## src/rtl/cilantro_mem_arbiter.sv

```systemverilog
// Single-port memory arbiter/sequencer for the cilantro core: IF and LS share one
// memory port, one transaction in flight, LS priority with an IF starvation guard.
module cilantro_mem_arbiter #(
  parameter int AW           = 32,
  parameter int DW           = 32,
  parameter int STARVE_LIMIT = 4,
  parameter int TIMEOUT      = 64
) (
  input  logic            clk,
  input  logic            rst,
  input  logic            if_req,
  input  logic [AW-1:0]   if_addr,
  output logic            if_gnt,
  output logic            if_rvalid,
  output logic [DW-1:0]   if_rdata,
  output logic            if_err,
  input  logic            ls_req,
  input  logic            ls_we,
  input  logic [DW/8-1:0] ls_be,
  input  logic [AW-1:0]   ls_addr,
  input  logic [DW-1:0]   ls_wdata,
  output logic            ls_gnt,
  output logic            ls_rvalid,
  output logic [DW-1:0]   ls_rdata,
  output logic            ls_err,
  output logic            mem_req,
  output logic            mem_we,
  output logic [DW/8-1:0] mem_be,
  output logic [AW-1:0]   mem_addr,
  output logic [DW-1:0]   mem_wdata,
  input  logic            mem_ready,
  input  logic            mem_rvalid,
  input  logic [DW-1:0]   mem_rdata,
  output logic            busy
);

  localparam int BW = DW/8;
  localparam logic [3:0] LIM  = 4'(STARVE_LIMIT);
  localparam logic [7:0] TLST = 8'(TIMEOUT-1);

  typedef enum logic [1:0] {S_IDLE, S_ISSUE, S_WAIT} state_t;

  state_t        state, state_nxt;
  logic [3:0]    streak, streak_nxt;
  logic [7:0]    tmo, tmo_nxt;
  logic          owner, owner_nxt;   // 1 = LS owns the in-flight access
  logic [AW-1:0] addr_q, addr_nxt;
  logic          we_q, we_nxt;
  logic [BW-1:0] be_q, be_nxt;
  logic [DW-1:0] wdata_q, wdata_nxt;
  logic          rsp_vld, rsp_err, ls_win;
  logic [DW-1:0] rsp_data;

  always_comb begin
    state_nxt  = state;
    streak_nxt = streak;
    tmo_nxt    = tmo;
    owner_nxt  = owner;
    addr_nxt   = addr_q;
    we_nxt     = we_q;
    be_nxt     = be_q;
    wdata_nxt  = wdata_q;
    if_gnt     = 1'b0;
    ls_gnt     = 1'b0;
    rsp_vld    = 1'b0;
    rsp_err    = 1'b0;
    rsp_data   = '0;
    ls_win     = ls_req && !(if_req && streak == LIM);
    case (state)
      S_IDLE: begin
        // gnt is combinational; gate it so reset really forces all outputs low
        if (rst) begin
          if (ls_win) begin
            ls_gnt     = 1'b1;
            owner_nxt  = 1'b1;
            addr_nxt   = ls_addr;
            we_nxt     = ls_we;
            be_nxt     = ls_be;
            wdata_nxt  = ls_wdata;
            streak_nxt = if_req ? ((streak == LIM) ? streak : streak + 4'd1) : 4'd0;
            state_nxt  = S_ISSUE;
          end else if (if_req) begin
            if_gnt     = 1'b1;
            owner_nxt  = 1'b0;
            addr_nxt   = if_addr;
            we_nxt     = 1'b0;
            be_nxt     = '1;
            wdata_nxt  = '0;
            streak_nxt = 4'd0;
            state_nxt  = S_ISSUE;
          end
        end
      end
      S_ISSUE: begin
        if (mem_ready) begin
          tmo_nxt   = 8'd0;
          state_nxt = S_WAIT;
        end
      end
      S_WAIT: begin
        tmo_nxt = tmo + 8'd1;
        // a real response beats a timeout landing in the same cycle
        if (mem_rvalid) begin
          rsp_vld   = 1'b1;
          rsp_data  = we_q ? '0 : mem_rdata;
          state_nxt = S_IDLE;
        end else if (tmo == TLST) begin
          rsp_vld   = 1'b1;
          rsp_err   = 1'b1;
          state_nxt = S_IDLE;
        end
      end
      default: state_nxt = S_IDLE;
    endcase
  end

  always_ff @(posedge clk or negedge rst) begin
    if (!rst) begin
      state     <= S_IDLE;
      streak    <= '0;
      tmo       <= '0;
      owner     <= 1'b0;
      addr_q    <= '0;
      we_q      <= 1'b0;
      be_q      <= '0;
      wdata_q   <= '0;
      if_rvalid <= 1'b0;
      if_rdata  <= '0;
      if_err    <= 1'b0;
      ls_rvalid <= 1'b0;
      ls_rdata  <= '0;
      ls_err    <= 1'b0;
    end else begin
      state     <= state_nxt;
      streak    <= streak_nxt;
      tmo       <= tmo_nxt;
      owner     <= owner_nxt;
      addr_q    <= addr_nxt;
      we_q      <= we_nxt;
      be_q      <= be_nxt;
      wdata_q   <= wdata_nxt;
      if_rvalid <= rsp_vld && !owner;
      if_rdata  <= (rsp_vld && !owner) ? rsp_data : '0;
      if_err    <= rsp_vld && !owner && rsp_err;
      ls_rvalid <= rsp_vld && owner;
      ls_rdata  <= (rsp_vld && owner) ? rsp_data : '0;
      ls_err    <= rsp_vld && owner && rsp_err;
    end
  end

  assign mem_req   = (state == S_ISSUE);
  assign mem_we    = we_q;
  assign mem_be    = be_q;
  assign mem_addr  = addr_q;
  assign mem_wdata = wdata_q;
  assign busy      = (state != S_IDLE);

endmodule

```

## config.mk

```make
export PLATFORM = sky130hd
export DESIGN_NAME = cilantro_mem_arbiter
export DESIGN_NICKNAME = d
export VERILOG_FILES = /design/src/rtl/cilantro_mem_arbiter.sv
export SDC_FILE = /design/constraint.sdc
export NUM_CORES = 1
export LEC_CHECK = 0
export BUFFER_PORTS_ARGS = -buffer_cell sky130_fd_sc_hd__buf_2
export CORE_MARGIN = 2
export CORE_UTILIZATION = 47
export DETAILED_ROUTE_END_ITERATION = 16
export GPL_TIMING_DRIVEN = 0
export PLACE_DENSITY = 0.91
export SETUP_SLACK_MARGIN = 0.5
export SLEW_MARGIN = 15
export SYNTH_ARGS = -nofsm -noshare
export SYNTH_HDL_FRONTEND = slang
export SYNTH_SLANG_ARGS = --single-unit
export TNS_END_PERCENT = 5
```

## constraint.sdc

```tcl
create_clock -name clk -period 2.3 [get_ports clk]
set_clock_uncertainty 0.1 [all_clocks]
set_input_delay 0.115 -clock clk [delete_from_list [all_inputs] [get_ports clk]]
set_output_delay 0.115 -clock clk [all_outputs]
set_load 0.02 [all_outputs]
```

==> results of run 1 <==
==> layer usage <==
| metal | GRT usage [%] | up-vias |
|---|---|---|
| li1 | - | 2795 |
| met1 | 37.5 | 3181 |
| met2 | 56.6 | 516 |
| met3 | 7.58 | 169 |
| met4 | 22.9 | 0 |
| met5 | 0 | - |
==> power groups by stage <==
stage                     logic, W  registers, W  clock network [W]
after floorplan            0.00163       0.00469                  0
after global placement     0.00368       0.00387                  0
after detailed placement   0.00378       0.00388                  0
after CTS                  0.00417       0.00386            0.00299
after global routing       0.00465       0.00400            0.00314
final                      0.00440       0.00394            0.00298
==> registers in the layout, indices dropped and copies added (netlist names), 2 cells and up <==
name       cells
mem_be         4
state          2
mem_wdata     32
ls_rdata      32
tmo            8
streak         4
if_rdata      32
mem_addr      32
==> worst max-delay path by stage <==
| stage | start | slack, ns | cells after the start | end |
|---|---|---|---|---|
| 3_3_place_gp | rst | -1.92 | 7 | ls_gnt |
| 6_report | streak[0] | 0.39 | 6 | mem_addr[21] |
| 3_5_place_dp | rst | -0.06 | 8 | ls_gnt |
| 2_1_floorplan | streak[0] | 0.64 | 5 | if_gnt |
| 4_1_cts | state[0] | 0.46 | 7 | ls_gnt |
| 5_1_grt | streak[1] | 0.37 | 7 | ls_gnt |
==> through the flow <==
stage | cell area [µm²] | setup slack (ns) | power [W] | setup TNS, ns
2_1_floorplan | 6150 | 0.641 | 0.00632 | 0
3_3_place_gp | 7750 | -1.92 | 0.00755 | -297.18
3_5_place_dp | 7790 | -0.0553 | 0.00766 | -0.0607
4_1_cts | 9990 | 0.457 | 0.0110 | 0
5_1_grt | 10000 | 0.367 | 0.0118 | 0
6_report | 10000 | 0.389 | 0.0113 | 0
==> cell families after synthesis <==
group | synth area share, %
xor+xnor | 0.143
simple gates | 14.8
buf+inv | 4.05
mux | 0.651
fa+ha+maj | 0.611
flops | 61.9
compound gates | 17.9
==> cell usage after synthesis (2+ instances only) <==
master / instances
mux2i_1: 4
clkbuf_1: 24
a31oi_1: 22
nor2_1: 66
inv_1: 5
nor2b_1: 3
nand4_1: 2
o22a_1: 4
a22o_1: 34
and3_1: 2
o211ai_1: 2
a31oi_4: 10
nand2b_1: 34
buf_2: 12
buf_6: 2
nand3_1: 43
o21ai_0: 36
ha_1: 3
nand2_1: 10
dfrtp_1: 152
nor3_1: 2
o2bb2ai_1: 2
o22ai_1: 2
buf_4: 4
a21oi_1: 35
==> cell type report <==
| class | instances | area [µm²] |
|---|---|---|
| clock buffer | 20 | 457 |
| buffer | 44 | 280 |
| inverter | 6 | 27.5 |
| fill | 722 | 2640 |
| timing repair buffer | 431 | 2950 |
| sequential | 152 | 3800 |
| clock inverter | 11 | 169 |
| tap | 172 | 215 |
| antenna | 3 | 7.51 |
| multi-input combinational | 333 | 2120 |
==> what timing repair did <==
action	4_1_cts	5_1_grt
cloned	1	0
setup endpoints to repair	61	125
buffers inserted	15	1
pin swaps	4	3
hold endpoints to repair	248	106
resized for setup	26	26
==> reports/qor.yml, run 1 <==
global_routing:
  grt_overflow_total: 0
  grt_pass1_vias: 6970
  grt_first_pass_wirelength_um: 36400
  grt_max_degree: 65
  grt_antenna_before_repair: 2
  track_usage_pct: 33.5
routing:
  remaining_drc_errors: 0
  drt_pass1_iterations: 9
  routed_wl_um: 23500
  top_layer: "met4"
  routedWlPerCell_um: 20.0
  met3_length_um: 1820
  wl_met1_um: 8160
  ant_nets: 0
  viasPerCell: 5.68
  vias: 6661
  wl_met2_um: 11800
  drtIter0Drc: 726
clocking:
  cts_tree: "built"
  cts-hold-fix-buffers: 135
  clock_latency_ns: 0.41
  clock-sinks: 152
  h-tree-depth: 4
  cts_root_buf: "clkbuf_16"
  cts_max_path_buffers: 2
  clkTransAtPathRegs_ns: 0.06
  numCtsBuffers: 17
setup_path:
  critical_path.max_fanout: 10
  worstSetupEndpointType: "flip-flop"
  critPathLaunchType: "flip-flop"
  cp_cell_sequence: "inv_2 > ha_4 > and4b_1 > clkbuf_2 > o21ai_0 > a31oi_4"
  r2r_cells: 6
  worstPathArrival_ns: 2.09
  required_ns: 2.48
  crit-reg2reg-launch: "streak[0]"
  max_stage_delay_ns: 0.43
  cpMaxStageDelayCell: "o21ai_0"
  critPathTopFamily: "compound AO/OA/AOI/OAI gates"
  r2r_end: "mem_addr[21]"
  crit_type: "flip-flop to flip-flop"
  rrSetupSlack_ns: 0.39
  critPathBufInv: 2
finish:
  nets: 1127
  fin_cells: 1172
  area_growth_syn_to_layout_pct: 63.2
  utilization_pct: 79.2
  final_cell_mix: "buf_2, dfrtp_1, dlygate4sd3_1"
  final_common_cell: "buf_2"
  drive_above_1_share_pct: 38.0
sta:
  worst_slew_pin_slew_ns: 0.657
  hold-worst-slack_ns: -0.517
  maxSlewViolCount: 0
  rsz0062_at_grt: "yes"
  fin_crit_sh_pct: 83.1
  final_hold_viol_count: 152
  max_slew_margin_pct: 56.2
  fmax_ghz: 0.523
  post-route-min-period_ns: 1.91
  setup_viol: 0
pwr:
  seq_power_share_pct: 34.8
  netSwitchingPower_w: 0.00426
  irDropWorstVdd_mv: 0.751
  power.density_nw_per_um2: 1130
  pwr-share-clk_pct: 26.3
  leakagePower_nw: 5.10
  switching_share_pct: 37.6
  internal_power_w: 0.00707
  p_comb_share_pct: 38.9
die:
  rows: 41
  die_w_um: 118
  dieArea_um2: 14000
  initial_core_util_pct: 48.5
  fp.dieH_um: 118
  core_um2: 12700
  pin_count: 280
synthesis:
  synth.cell_area_um2: 6150
  ys_types: 45
  synth_edf_count: 0
  synth_area_leaders: "dfrtp_1, a22o_1, nor2_1, nand3_1, nand2b_1"
  async_reset_ff_share_pct: 100
  yosys.area.top_type: "dfrtp_1"
  seq_area_frac_synth_pct: 61.9
  yosys.area.top_type_share_pct: 61.9
  syn-instance-count: 535
  synth-seq-cells: 152
  yosys_warnings: 0
  syn_nets: 677
  synthFlopType: "dfrtp_1"
  post_synth.cell_area_avg_um2: 11.5
placement:
  io_buffers: 278
  placedCellCount: 986
  gp_congestion: 0.966
  dp_hpwl_um: 12300
min_path:
  hold_path_class: "primary input to asynchronous set/reset pin"
job:
  maxCapViolCount: 0
run_status:
  outcome: "finished, violations left"
  failed_checks: "negative hold slack"
Power figures use the tool's default switching activity.
==> run 2, diff against run 1 <==
Clock period 2.3 ns to 2 ns, I/O delays scaled along.
==> reports/qor.yml, run 2 (synthesis gave the netlist of run 1 again) <==
run_status:
  outcome: "finished, violations left"
  failed_checks: "negative hold slack"
clocking:
  cts_tree: "built"
  numCtsBuffers: 17  # unchanged
  cts_root_buf: "clkbuf_16"
  h-tree-depth: 4  # unchanged
  clkTransAtPathRegs_ns: 0.07  # about the same
  cts_max_path_buffers: 2  # unchanged
  clock_latency_ns: 0.43  # +0.02 ns
  clock-sinks: 152  # unchanged
  cts-hold-fix-buffers: 136  # +0.74%
setup_path:
  crit-reg2reg-launch: "streak[0]"
  worstSetupEndpointType: "flip-flop"
  max_stage_delay_ns: 0.38  # -0.05 ns
  critPathLaunchType: "flip-flop"
  critical_path.max_fanout: 10  # unchanged
  r2r_end: "mem_addr[10]"
  critPathTopFamily: "buffers and inverters"
  worstPathArrival_ns: 2.19  # +0.10 ns
  r2r_cells: 7  # +1
  cpMaxStageDelayCell: "dfrtp_1"
  crit_type: "flip-flop to flip-flop"
  required_ns: 2.24  # -0.24 ns
  rrSetupSlack_ns: 0.06  # -0.33 ns
  cp_cell_sequence: "inv_2 > ha_4 > nand4b_4 > buf_4 > buf_6 > nand3_1 > a31oi_1"
  critPathBufInv: 3  # +1
global_routing:
  grt_max_degree: 79  # +22%
  grt_first_pass_wirelength_um: 38400  # +5.6%
  grt_pass1_vias: 7119  # +2.1%
  grt_overflow_total: 0  # unchanged
  grt_antenna_before_repair: 6  # +4
  track_usage_pct: 35.7  # +2.2 points
pwr:
  leakagePower_nw: 5.19  # +1.7%
  power.density_nw_per_um2: 1330  # +18%
  irDropWorstVdd_mv: 0.915  # +22%
die:
  initial_core_util_pct: 48.5  # unchanged
  fp.dieH_um: 118  # unchanged
  pin_count: 280  # unchanged
  rows: 41  # unchanged
  die_w_um: 118  # unchanged
  core_um2: 12700  # unchanged
  dieArea_um2: 14000  # unchanged
sta:
  rsz0062_at_grt: "yes"
  fmax_ghz: 0.514  # -1.7%
  worst_slew_pin_slew_ns: 0.764  # +0.107 ns
  final_hold_viol_count: 86  # -43%
  setup_slack_ns: 0.0560  # -0.333 ns
  max_slew_margin_pct: 49.0  # -7.1 points
  setup_viol: 0  # unchanged
  post-route-min-period_ns: 1.94  # +0.0328 ns
  fin_crit_sh_pct: 97.2  # +14 points
  tns_ns: 0  # unchanged
  hold-worst-slack_ns: -0.468  # +0.0490 ns
  maxSlewViolCount: 0  # unchanged
placement:
  placedCellCount: 986  # unchanged
  dpl_worst_slack_ns: 0.0769  # +0.132 ns
  gp_congestion: 0.946  # -2.0%
  dp_hpwl_um: 12200  # -0.86%
  io_buffers: 278  # unchanged
finish:
  final_cell_mix: "buf_2, dfrtp_1, dlygate4sd3_1"
  drive_above_1_share_pct: 40.0  # +2.0 points
  nets: 1136  # +0.80%
  final_common_cell: "buf_2"
  area_growth_syn_to_layout_pct: 68.0
  utilization_pct: 81.5  # +2.3 points
  nFillCells: 651  # -9.8%
  fin_cells: 1183  # +0.94%
job:
  maxCapViolCount: 0  # unchanged
routing:
  remaining_drc_errors: 0  # unchanged
  viasPerCell: 5.95  # +4.7%
  ant_nets: 0  # unchanged
  drtIter0Drc: 1061  # +46%
  vias: 7040  # +5.7%
  routed_wl_um: 26900  # +15%
  drt_pass1_iterations: 6  # -3
  routedWlPerCell_um: 22.7  # +14%
min_path:
  hold_path_class: "primary input to asynchronous set/reset pin"
## run 2: cell count changes in the layout (fill, tap and decap cells not counted), sizes merged
cell	delta
inv	-2
clkbuf	+5
buf	+6
dlygate4sd3	+1
bufbuf	-1
diode	+1
clkinvlp	+3
clkinv	-2
## run 2: worst max path at each step
| stage | start | endpoint | slack (ns) | cells past startpoint |
|---|---|---|---|---|
| 6_report | streak[0] | mem_addr[10] | 0.06 | 7 |
| 5_1_grt | streak[1] | mem_addr[10] | 0.02 | 7 |
| 4_1_cts | state[0] | if_gnt | 0.16 | 7 |
| 3_5_place_dp | rst | mem_wdata[20] | 0.08 | 6 |
| 3_3_place_gp | rst | mem_wdata[15] | -2.07 | 6 |
| 2_1_floorplan | streak[1] | mem_wdata[22] | 0.42 | 7 |
## run 2: repair_timing
item / in CTS / in global routing
setup buffers: 14 / 9
gates resized for setup: 35 / 63
pin swaps: 7 / 4
cloned: 1 / 1
setup endpoints to repair: 138 / 155
endpoints found under the hold margin: 218 / 76
## run 2: cell type report
type	count	area (µm²)	area share [%]
repair buffers	440	3020	29.2
flip-flops and latches	152	3800	36.8
clock buffers	22	494	4.79
plain buffers	44	360	3.49
diodes	4	10.0	0.0969
inverters	6	30.0	0.291
well taps	172	215	2.08
multi-input cells	333	2230	21.6
clock inverters	10	164	1.59
## run 2: worst register-to-register path, cell delays in order, from the launching register on
cell and delay [ns]:
dfrtp_1 0.38, inv_2 0.07, ha_4 0.17, nand4b_4 0.12, buf_4 0.19, buf_6 0.18, nand3_1 0.32, a31oi_1 0.33
## run 2: per-stage QoR
| step | power [W] | area, µm² |
|---|---|---|
| global route | 0.0142 | 10300 |
| finish | 0.0137 | 10300 |
| floorplan | 0.00729 | 6170 |
| global placement | 0.00869 | 7780 |
| CTS | 0.0128 | 10000 |
| detailed placement | 0.00882 | 7820 |
## run 2: report_power, final
| part | switching, W | internal (W) |
|---|---|---|
| Sequential | 0.000673 | 0.00393 |
| Combinational | 0.00329 | 0.00224 |
| Clock | 0.00133 | 0.00226 |
## run 2: routing by layer
layer / share of wire, % / GRT usage [%] / vias up
met5: 0.17 / 0 / -
met4: 8.4 / 23.6 / 6
met3: 10 / 9.56 / 237
met2: 48 / 59.7 / 639
met1: 33 / 40.0 / 3341
li1: - / - / 2817
